==> src/rtl/overdrive_pipe_if.sv <==
// Sample-stream bundle for the overdrive stage: input sample/gain/mode strobe,
// processed output strobe, clip metering and the live gain for observation.
interface overdrive_pipe_if #(
    parameter int DATA_W = 16,
    parameter int GAIN_W = 16,
    parameter int OUT_W  = 32,
    parameter int CNT_W  = 16
);
    // in_valid qualifies signal_in/gain_tgt/mode for one cycle and there is no
    // ready: every valid cycle is accepted. out_valid pulses once per accepted
    // sample, three edges after the capturing edge, in order.
    logic                     in_valid;
    logic signed [DATA_W-1:0] signal_in;
    logic        [GAIN_W-1:0] gain_tgt;
    logic        [1:0]        mode;
    logic                     clr_cnt;
    logic                     out_valid;
    logic signed [OUT_W-1:0]  signal_out;
    logic                     clipped;
    logic        [CNT_W-1:0]  clip_count;
    logic        [GAIN_W-1:0] gain_cur;

    modport master (
        output in_valid, signal_in, gain_tgt, mode, clr_cnt,
        input  out_valid, signal_out, clipped, clip_count, gain_cur
    );

    modport slave (
        input  in_valid, signal_in, gain_tgt, mode, clr_cnt,
        output out_valid, signal_out, clipped, clip_count, gain_cur
    );
endinterface

==> src/rtl/overdrive_pipe.sv <==
// Pipelined overdrive: ramped gain, then bypass / hard / soft-knee clip curve,
// with a per-sample clip flag and a saturating clip counter.
module overdrive_pipe #(
    parameter int DATA_W     = 16,
    parameter int GAIN_W     = 16,
    parameter int GAIN_FRAC  = 4,
    parameter int LEVEL_BITS = 12,
    parameter int OUT_W      = 32,
    parameter int RAMP_STEP  = 1,
    parameter int CNT_W      = 16
) (
    input logic             clk,
    input logic             rst_n,
    overdrive_pipe_if.slave bus
);
    localparam int PROD_W = DATA_W + GAIN_W + 1;
    localparam int MUL_W  = (PROD_W > OUT_W) ? PROD_W : OUT_W;
    localparam int DIFF_W = GAIN_W + 1;

    localparam logic [GAIN_W-1:0] GAIN_UNITY = GAIN_W'(64'd1 << GAIN_FRAC);
    localparam logic [GAIN_W-1:0] STEP_G     = GAIN_W'(RAMP_STEP);
    localparam logic [DIFF_W-1:0] STEP_D     = DIFF_W'(RAMP_STEP);

    localparam logic signed [OUT_W-1:0] LVL_P =
        {{(OUT_W-LEVEL_BITS){1'b0}}, {LEVEL_BITS{1'b1}}};
    localparam logic signed [OUT_W-1:0] LVL_N = ~LVL_P;
    localparam logic signed [OUT_W-1:0] LVL_K =
        {{(OUT_W-LEVEL_BITS){1'b0}}, 1'b1, {(LEVEL_BITS-1){1'b0}}};

    localparam logic [1:0] MODE_BYPASS = 2'd0;
    localparam logic [1:0] MODE_SOFT   = 2'd2;

    // Gain ramp state
    logic        [GAIN_W-1:0] r_gain_cur;
    logic signed [DIFF_W-1:0] w_diff;
    logic        [DIFF_W-1:0] w_abs;
    logic        [GAIN_W-1:0] w_gain_nxt;

    // Stage 1: captured sample
    logic                     r_s1_valid;
    logic signed [DATA_W-1:0] r_s1_x;
    logic        [GAIN_W-1:0] r_s1_gain;
    logic        [1:0]        r_s1_mode;

    // Stage 2: raw product
    logic                     r_s2_valid;
    logic signed [MUL_W-1:0]  r_s2_prod;
    logic        [1:0]        r_s2_mode;

    // Stage 3: scaled sample y
    logic                     r_s3_valid;
    logic signed [OUT_W-1:0]  r_s3_y;
    logic        [1:0]        r_s3_mode;

    // Output stage
    logic                     r_out_valid;
    logic signed [OUT_W-1:0]  r_out;
    logic                     r_clipped;
    logic        [CNT_W-1:0]  r_clip_count;

    logic signed [MUL_W-1:0]  w_x_ext;
    logic signed [MUL_W-1:0]  w_g_ext;
    logic signed [MUL_W-1:0]  w_prod;
    logic signed [OUT_W-1:0]  w_y;
    logic signed [OUT_W-1:0]  w_soft;
    logic signed [OUT_W-1:0]  w_curve;
    logic                     w_clip;

    function automatic logic signed [OUT_W-1:0] f_clamp(input logic signed [OUT_W-1:0] v);
        logic signed [OUT_W-1:0] r;
        r = v;
        if (v > LVL_P) begin
            r = LVL_P;
        end else if (v < LVL_N) begin
            r = LVL_N;
        end
        f_clamp = r;
    endfunction

    assign w_diff = $signed({1'b0, bus.gain_tgt}) - $signed({1'b0, r_gain_cur});
    assign w_abs  = w_diff[DIFF_W-1] ? $unsigned(-w_diff) : $unsigned(w_diff);

    // Close enough (or no ramping) snaps to target; otherwise step toward it.
    always_comb begin
        w_gain_nxt = r_gain_cur;
        if ((RAMP_STEP == 0) || (w_abs <= STEP_D)) begin
            w_gain_nxt = bus.gain_tgt;
        end else if (w_diff[DIFF_W-1]) begin
            w_gain_nxt = r_gain_cur - STEP_G;
        end else begin
            w_gain_nxt = r_gain_cur + STEP_G;
        end
    end

    always_ff @(posedge clk or negedge rst_n) begin
        if (!rst_n) begin
            r_gain_cur <= GAIN_UNITY;
        end else if (bus.in_valid) begin
            r_gain_cur <= w_gain_nxt;
        end
    end

    // Stage 1 takes the gain in force before this sample's ramp update.
    always_ff @(posedge clk or negedge rst_n) begin
        if (!rst_n) begin
            r_s1_valid <= 1'b0;
            r_s1_x     <= '0;
            r_s1_gain  <= '0;
            r_s1_mode  <= '0;
        end else begin
            r_s1_valid <= bus.in_valid;
            r_s1_x     <= bus.signal_in;
            r_s1_gain  <= r_gain_cur;
            r_s1_mode  <= bus.mode;
        end
    end

    // Unsigned gain is zero-extended so a signed multiply gives the right sign.
    assign w_x_ext = {{(MUL_W-DATA_W){r_s1_x[DATA_W-1]}}, r_s1_x};
    assign w_g_ext = {{(MUL_W-GAIN_W){1'b0}}, r_s1_gain};
    assign w_prod  = w_x_ext * w_g_ext;

    always_ff @(posedge clk or negedge rst_n) begin
        if (!rst_n) begin
            r_s2_valid <= 1'b0;
            r_s2_prod  <= '0;
            r_s2_mode  <= '0;
        end else begin
            r_s2_valid <= r_s1_valid;
            r_s2_prod  <= w_prod;
            r_s2_mode  <= r_s1_mode;
        end
    end

    // Arithmetic shift floors; the result always fits OUT_W so truncation is exact.
    assign w_y = OUT_W'(r_s2_prod >>> GAIN_FRAC);

    always_ff @(posedge clk or negedge rst_n) begin
        if (!rst_n) begin
            r_s3_valid <= 1'b0;
            r_s3_y     <= '0;
            r_s3_mode  <= '0;
        end else begin
            r_s3_valid <= r_s2_valid;
            r_s3_y     <= w_y;
            r_s3_mode  <= r_s2_mode;
        end
    end

    // Soft knee: slope 1/4 beyond +/-K, then the same hard limits apply.
    always_comb begin
        w_soft = r_s3_y;
        if (r_s3_y > LVL_K) begin
            w_soft = LVL_K + ((r_s3_y - LVL_K) >>> 2);
        end else if (r_s3_y < -LVL_K) begin
            w_soft = -LVL_K - ((-r_s3_y - LVL_K) >>> 2);
        end
    end

    always_comb begin
        w_curve = f_clamp(r_s3_y);
        if (r_s3_mode == MODE_BYPASS) begin
            w_curve = r_s3_y;
        end else if (r_s3_mode == MODE_SOFT) begin
            w_curve = f_clamp(w_soft);
        end
    end

    assign w_clip = (w_curve != r_s3_y);

    always_ff @(posedge clk or negedge rst_n) begin
        if (!rst_n) begin
            r_out_valid <= 1'b0;
            r_out       <= '0;
            r_clipped   <= 1'b0;
        end else begin
            r_out_valid <= r_s3_valid;
            r_out       <= w_curve;
            r_clipped   <= r_s3_valid & w_clip;
        end
    end

    // Counts presented clipped outputs; a clear on the same cycle wins.
    always_ff @(posedge clk or negedge rst_n) begin
        if (!rst_n) begin
            r_clip_count <= '0;
        end else if (bus.clr_cnt) begin
            r_clip_count <= '0;
        end else if (r_out_valid && r_clipped && (r_clip_count != {CNT_W{1'b1}})) begin
            r_clip_count <= r_clip_count + CNT_W'(1);
        end
    end

    assign bus.out_valid  = r_out_valid;
    assign bus.signal_out = r_out;
    assign bus.clipped    = r_clipped;
    assign bus.clip_count = r_clip_count;
    assign bus.gain_cur   = r_gain_cur;
endmodule

==> src/flat_wrapper.sv <==
// flat-port wrapper written by rule: the top's interface ports become plain ports
module overdrive_pipe_flat 
#(
    parameter int DATA_W     = 16,
    parameter int GAIN_W     = 16,
    parameter int GAIN_FRAC  = 4,
    parameter int LEVEL_BITS = 12,
    parameter int OUT_W      = 32,
    parameter int RAMP_STEP  = 1,
    parameter int CNT_W      = 16
)
  (clk, rst_n, bus_in_valid, bus_signal_in, bus_gain_tgt, bus_mode, bus_clr_cnt, bus_out_valid, bus_signal_out, bus_clipped, bus_clip_count, bus_gain_cur);
  overdrive_pipe_if #(.DATA_W(DATA_W), .GAIN_W(GAIN_W), .OUT_W(OUT_W), .CNT_W(CNT_W)) bus_i ();
  input logic clk;
  input logic rst_n;
  input wire logic [$bits(bus_i.in_valid)-1:0] bus_in_valid;
  input wire logic [$bits(bus_i.signal_in)-1:0] bus_signal_in;
  input wire logic [$bits(bus_i.gain_tgt)-1:0] bus_gain_tgt;
  input wire logic [$bits(bus_i.mode)-1:0] bus_mode;
  input wire logic [$bits(bus_i.clr_cnt)-1:0] bus_clr_cnt;
  output wire logic [$bits(bus_i.out_valid)-1:0] bus_out_valid;
  output wire logic [$bits(bus_i.signal_out)-1:0] bus_signal_out;
  output wire logic [$bits(bus_i.clipped)-1:0] bus_clipped;
  output wire logic [$bits(bus_i.clip_count)-1:0] bus_clip_count;
  output wire logic [$bits(bus_i.gain_cur)-1:0] bus_gain_cur;
  assign bus_i.in_valid = bus_in_valid;
  assign bus_i.signal_in = bus_signal_in;
  assign bus_i.gain_tgt = bus_gain_tgt;
  assign bus_i.mode = bus_mode;
  assign bus_i.clr_cnt = bus_clr_cnt;
  assign bus_out_valid = bus_i.out_valid;
  assign bus_signal_out = bus_i.signal_out;
  assign bus_clipped = bus_i.clipped;
  assign bus_clip_count = bus_i.clip_count;
  assign bus_gain_cur = bus_i.gain_cur;
  overdrive_pipe #(.DATA_W(DATA_W), .GAIN_W(GAIN_W), .GAIN_FRAC(GAIN_FRAC), .LEVEL_BITS(LEVEL_BITS), .OUT_W(OUT_W), .RAMP_STEP(RAMP_STEP), .CNT_W(CNT_W)) u_core (.clk(clk), .rst_n(rst_n), .bus(bus_i));
endmodule
==> config.mk <==
export PLATFORM = sky130hd
export DESIGN_NAME = overdrive_pipe_flat
export DESIGN_NICKNAME = d
export VERILOG_FILES = /design/src/rtl/overdrive_pipe_if.sv /design/src/rtl/overdrive_pipe.sv /design/src/flat_wrapper.sv
export SDC_FILE = /design/constraint.sdc
export NUM_CORES = 1
export LEC_CHECK = 0
export CORE_ASPECT_RATIO = 0.5
export CORE_UTILIZATION = 40
export DETAILED_ROUTE_END_ITERATION = 8
export PLACE_DENSITY = 0.68
export SYNTH_ARGS = -nofsm -noshare
export SYNTH_HDL_FRONTEND = slang
export SYNTH_SLANG_ARGS = --single-unit
export TNS_END_PERCENT = 5
==> constraint.sdc <==
create_clock -name clk -period 7.7 [get_ports clk]
set_clock_uncertainty 0.15 [all_clocks]
set_input_delay 1.54 -clock clk [delete_from_list [all_inputs] [get_ports clk]]
set_output_delay 1.54 -clock clk [all_outputs]
set_load 0.01 [all_outputs]
---- Word level (Yosys, flattened, before mapping) ----
Index checks and enable logic that the tools add are counted.
operators by class
  divide/modulo/power cells ............... 0
  add/subtract/negate cells ............... 10
  shifts and indexed selects .............. 0
  magnitude comparators ................... 7
  multipliers ............................. 1
  reductions and logical operators ........ 4
  muxes and demuxes ....................... 13
  bitwise operators ....................... 1
  equal/unequal tests ..................... 3
operator list
  cell                                                                                number
  32-bit 2-to-1 mux                                                                   8
  16-bit 2-to-1 mux                                                                   4
  29-bit by 13-bit greater-than comparator with 1-bit output (second input constant)  2
  16-bit by 17-bit multiplier with 33-bit output                                      1
  16-bit by 1-bit adder with 16-bit output (second input constant)                    2
  32-bit by 13-bit greater-than comparator with 1-bit output (second input constant)  1
  32-bit by 13-bit less-than comparator with 1-bit output (second input constant)     1
  32-bit by 29-bit != test with 1-bit output                                          1
  29-bit negator with 32-bit output                                                   1
  32-bit by 13-bit subtractor with 32-bit output (second input constant)              1
  13-bit by 30-bit adder with 31-bit output (first input constant)                    1
  12-bit by 30-bit subtractor with 31-bit output (first input constant)               1
  29-bit by 13-bit subtractor with 30-bit output (second input constant)              1
  29-bit by 12-bit less-than comparator with 1-bit output (second input constant)     1
  29-bit by 13-bit less-than comparator with 1-bit output (second input constant)     1
  17-bit by 1-bit <= comparator with 1-bit output (second input constant)             1
  17-bit 2-to-1 mux                                                                   1
  17-bit negator                                                                      1
  16-bit by 16-bit subtractor with 17-bit output                                      1
  16-bit != test (second input constant)                                              1
  16-bit by 1-bit subtractor with 16-bit output (second input constant)               1
  2-bit equality test (second input constant)                                         1
  1-bit logical AND                                                                   2
  2-bit zero test                                                                     1
  2 further kinds                                                                     2
word-level totals
  output and inout bits ................... 66
  register bits ........................... 169
  logic and storage cells ................. 54
  memory bits (read-only) ................. 0
  bits in latches ......................... 0
  bits in writable memories ............... 0
  memories kept ........................... 0

---- Longest topological paths before layout ----
  depth in word-level cells ............... 12
  mapped depth ............................ 26

---- Least setup slack after synthesis ----
OpenSTA, ideal clock, no wires.
  kind .................................... reg-to-reg
  from .................................... reg u_core.r_s1_x[6]
  to ...................................... reg u_core.r_s2_prod[31]
  setup slack ............................. 1.204 ns
  period minus slack after synthesis ...... 6.496 ns
  library setup time ...................... 0.087 ns
  arrival time ............................ 6.259 ns
  cell stages (with the launch flop) ...... 23
  cell sequence ........................... dfrtp_1 > clkbuf_1 > nand2_1 > fa_1 > inv_1 > fa_1 > fa_1 > fa_1 > inv_1 > fa_1 > inv_1 > fa_1 > ha_1 > and2_1 > a31o_2 > a31oi_1 > a211oi_1 > o2111ai_1 > o21ai_0 > o31a_1 > or2_2 > a2111o_1 > o211ai_1
between the ends
  longest elaborated chain between the ends .. 1
ends and longest elaborated chain
  element                                         line                   RTL
  start: declaration                              overdrive_pipe.sv:41   logic signed [DATA_W-1:0] r_s1_x;
  start signal: assignment                        overdrive_pipe.sv:112  r_s1_x <= bus.signal_in;
  16-bit by 17-bit multiplier with 33-bit output  overdrive_pipe.sv:121  assign w_prod = w_x_ext * w_g_ext;
  via u_core.w_prod[31]                           overdrive_pipe.sv:63   logic signed [MUL_W-1:0] w_prod;
  end signal: assignment                          overdrive_pipe.sv:130  r_s2_prod <= w_prod;
  end: declaration                                overdrive_pipe.sv:47   logic signed [MUL_W-1:0] r_s2_prod;
The timed path passes the listed nets, and every way through them passes these cells.
A chain may end at the register's enable or synchronous reset.

---- Worst setup path after layout ----
  from .................................... reg u_core.r_s3_y[18]
  to ...................................... reg u_core.r_clipped (netlist: u_core.bus.clipped)
between the ends
  longest elaborated chain between the ends .. 12
  elaborated cells on any way between the ends .. 21
ends and longest elaborated chain
  element                                                  line                   RTL
  start: declaration                                       overdrive_pipe.sv:52   logic signed [OUT_W-1:0] r_s3_y;
  start signal: assignment                                 overdrive_pipe.sv:145  r_s3_y <= w_y;
  29-bit negator with 32-bit output                        overdrive_pipe.sv:156  w_soft = -LVL_K - ((-r_s3_y - LVL_K) >>> 2);
  32-bit by 13-bit subtractor with 32-bit output           overdrive_pipe.sv:156
  12-bit by 30-bit subtractor with 31-bit output           overdrive_pipe.sv:156
  32-bit 2-to-1 mux                                        overdrive_pipe.sv:155  end else if (r_s3_y < -LVL_K) begin
  32-bit 2-to-1 mux                                        overdrive_pipe.sv:153  if (r_s3_y > LVL_K) begin
  32-bit by 13-bit less-than comparator with 1-bit output  overdrive_pipe.sv:74   end else if (v < LVL_N) begin
  32-bit 2-to-1 mux                                        overdrive_pipe.sv:74
  32-bit 2-to-1 mux                                        overdrive_pipe.sv:72   if (v > LVL_P) begin
  32-bit 2-to-1 mux                                        overdrive_pipe.sv:164  end else if (r_s3_mode == MODE_SOFT) begin
  32-bit 2-to-1 mux                                        overdrive_pipe.sv:162  if (r_s3_mode == MODE_BYPASS) begin
  32-bit by 29-bit != test with 1-bit output *             overdrive_pipe.sv:169  assign w_clip = (w_curve != r_s3_y);
  1-bit bitwise AND *                                      overdrive_pipe.sv:179  r_clipped <= r_s3_valid & w_clip;
  end signal: assignment                                   overdrive_pipe.sv:179
  end: declaration                                         overdrive_pipe.sv:58   logic r_clipped;
Every way passes the cells marked *; elsewhere a longest branch is shown, timed or not.

==> metrics.txt <==
WP data arrival=7310 ps; post-synthesis average cell area=8.66 um2; CTS tree=done; fmax=140 MHz; routed via count=16.5k; CORE AREA=47600 um2; Slew Viols, Final=0; row cnt=56; sequential fraction of the synthesis area=0.209; ANT nets after route=0; GRT overflow=0; post-DP HPWL=42400 um; Synth cell types=92; Routed WL=55300 um; number of synthesized flops with an enable pin=0; H-tree Lvls=4; first-pass GRT wire length=89900 um; Setup WS post-layout=569 ps; Initial Util=0.413; min cycle time layout=7130 ps; unrepaired setup endpoints after global routing=no; Setup TNS=0 ps; die boundary height=159 um; root buf cell=clkbuf_16; Final setup viols=0; Yosys top cell area share=0.208; DRT iter0 DRCs=1279; # clock sinks=164; GRT Total Usage=0.224; Final Hold Fails=0; Yosys top cell by area=dfrtp_1; WL met3=3750 um; critical path startpoint category=flip-flop; Top Metal Used=met4; met2 routed WL=24600 um; Syn-to-layout area delta=11.8%; CTS resizes=0; clk_lat worst skew=460 ps; Inst Count DP=2942; slew margin rel.=0.410; Remaining DRCs=0; hold buffers post-CTS=0; Cell Area, Synth=19700 um2; Post-Syn Instances=2269; number of max-cap violations=0; design area=22000 um2; Top FF cell, synth=dfrtp_1; CP Max Fanout=13; Die W=315 um; IO Pins=104; post-synthesis async set-or-reset flop share=1.00; placed cell area=21400 um2; Crit Path Class=reg -> reg; Slew @ Worst Pin=862 ps; RD Place Congestion=0.995; Post-Synthesis Net Count=2661; Yosys reg bits=164; number of diodes=0; input/output buffers=103; layout cell share with drive strength beyond 1=0.0475; Worst EP required=7880 ps; largest net degree at the start of global routing=59; setup bufs post-CTS=0; M1 WL=26000 um; vias in the first global route=16.4k; worst-case clock buffer depth=2; Hold Path Class=reg -> reg; Worst-path clk slew=80 ps; DR vias/cell=5.55; run status=finished clean; Ys Warns=0; Pre-antenna DRT Iters=7; CTS buffer count=17; Final Net Count=2715; worst slack, placed=664 ps; DR WL/cell=18.6 um; Cell Count, Final, Fillers Out=2973; initial antenna violation count=0; ratio of final minimum period to clock period=0.926; Setup crit end kind=flip-flop; top cells by area, synth=dfrtp_1 21%, fa_1 20%, ha_1 10%, inv_1 5.4%, nand2_1 4.5%; area of the die=50100 um2
[path summary, 6_finish.rpt]
kind / start / to / slack, ps / depth (start not counted)
hold / removal: u_core.r_s2_prod[26] / u_core.r_s3_y[22] / 190 / 0
setup reg to reg: u_core.r_s3_y[18] / u_core.bus.clipped / 570 / 20
max in group asynchronous: rst_n / u_core.r_s3_y[28] / 5400 / 2
min in group asynchronous: rst_n / u_core.bus.clip_count[2] / 880 / 1
hold reg to reg: u_core.r_s2_prod[26] / u_core.r_s3_y[22] / 190 / 0
setup / recovery: u_core.r_s3_y[18] / u_core.bus.clipped / 570 / 20
[sequential cells by signal (all words and copies together) (netlist names), 16 cells and up]
name                   flops
u_core.bus.clip_count     16
u_core.bus.gain_cur       16
u_core.bus.signal_out     31
u_core.r_s1_gain          16
u_core.r_s1_x             16
u_core.r_s2_prod          29
u_core.r_s3_y             29
[per-stage QoR]
stage,utilization,hold slack (ps)
floorplan,-,181
global placement,0.448,182
detailed placement,0.448,185
CTS,0.461,192
global route,0.461,204
finish,0.461,191
[cells in the final DEF (no fill, tap or decap), types with 21 or more instances in the layout]
master and count:
dfrtp_1 163, xor2_1 43, nand3_1 59, nand2b_1 28
nor3_1 54, buf_4 44, ha_1 158, nand2_1 236
xnor2_1 55, clkdlybuf4s50_1 102, a21o_1 21, nand4_1 30
mux2i_1 21, and2_1 113, fa_1 196, o21ai_0 73
nor4_1 21, inv_1 285, a21oi_1 85, nor2_1 164
[cell usage after synthesis (15+ instances only)]
master and instances:
inv_1 285, nand2_1 236, fa_1 196, nor2_1 164
dfrtp_1 163, ha_1 158, and2_1 113, a21oi_1 85
clkbuf_1 85, o21ai_0 73, nand3_1 59, xnor2_1 55
nor3_1 54, xor2_1 43, nand4_1 30, nand2b_1 28
a21o_1 21, mux2i_1 21, nor4_1 21, a211oi_1 20
o21a_1 18, a31oi_1 17, and3_1 17, nor2b_1 17
o211ai_1 16, o22ai_1 15, or3_1 15
[worst max-delay path, cell delays in order, from the launching register on]
cell and delay, ps:
dfrtp_1 690, nand3_1 260, nor4_1 680, nand2_1 250, or4b_1 540, a21o_1 250, or4_4 550, a31oi_2 270
nand4_1 110, or2_2 280, or4b_1 520, ha_1 320, inv_1 150, and4_1 190, a211oi_1 190, o21ai_0 110
o41a_1 390, a2111o_1 410, a2111oi_0 350, and4_1 240, a31oi_1 80
[routing by layer]
layer  vias to the layer above  global-route usage
li1                       7810                   -
met3                        83              0.0362
met5                         -                   0
met1                      8028               0.326
met2                       583               0.346
met4                         0              0.0542
[area by class of cell]
| cell class | instances | area [um2] |
|---|---|---|
| fill | 4614 | 25700 |
| inverter | 287 | 1080 |
| clock inverter | 13 | 189 |
| clock buffer | 18 | 439 |
| tap | 638 | 798 |
| multi-input combinational | 1706 | 14000 |
| timing repair buffer | 147 | 1360 |
| sequential | 164 | 4110 |
[logic make-up after synthesis]
| kind of cell | synth area share |
|---|---|
| DFF | 0.209 |
| adders and majority gates | 0.300 |
| and+or+nand+nor | 0.215 |
| buffers and inverters | 0.0784 |
| AOI/OAI and AO/OA | 0.143 |
| muxes | 0.0113 |
| xor gates and xnor gates | 0.0437 |
Power is not shown: default switching activity piles up to over one toggle a cycle in this logic, so the estimate is an artifact.
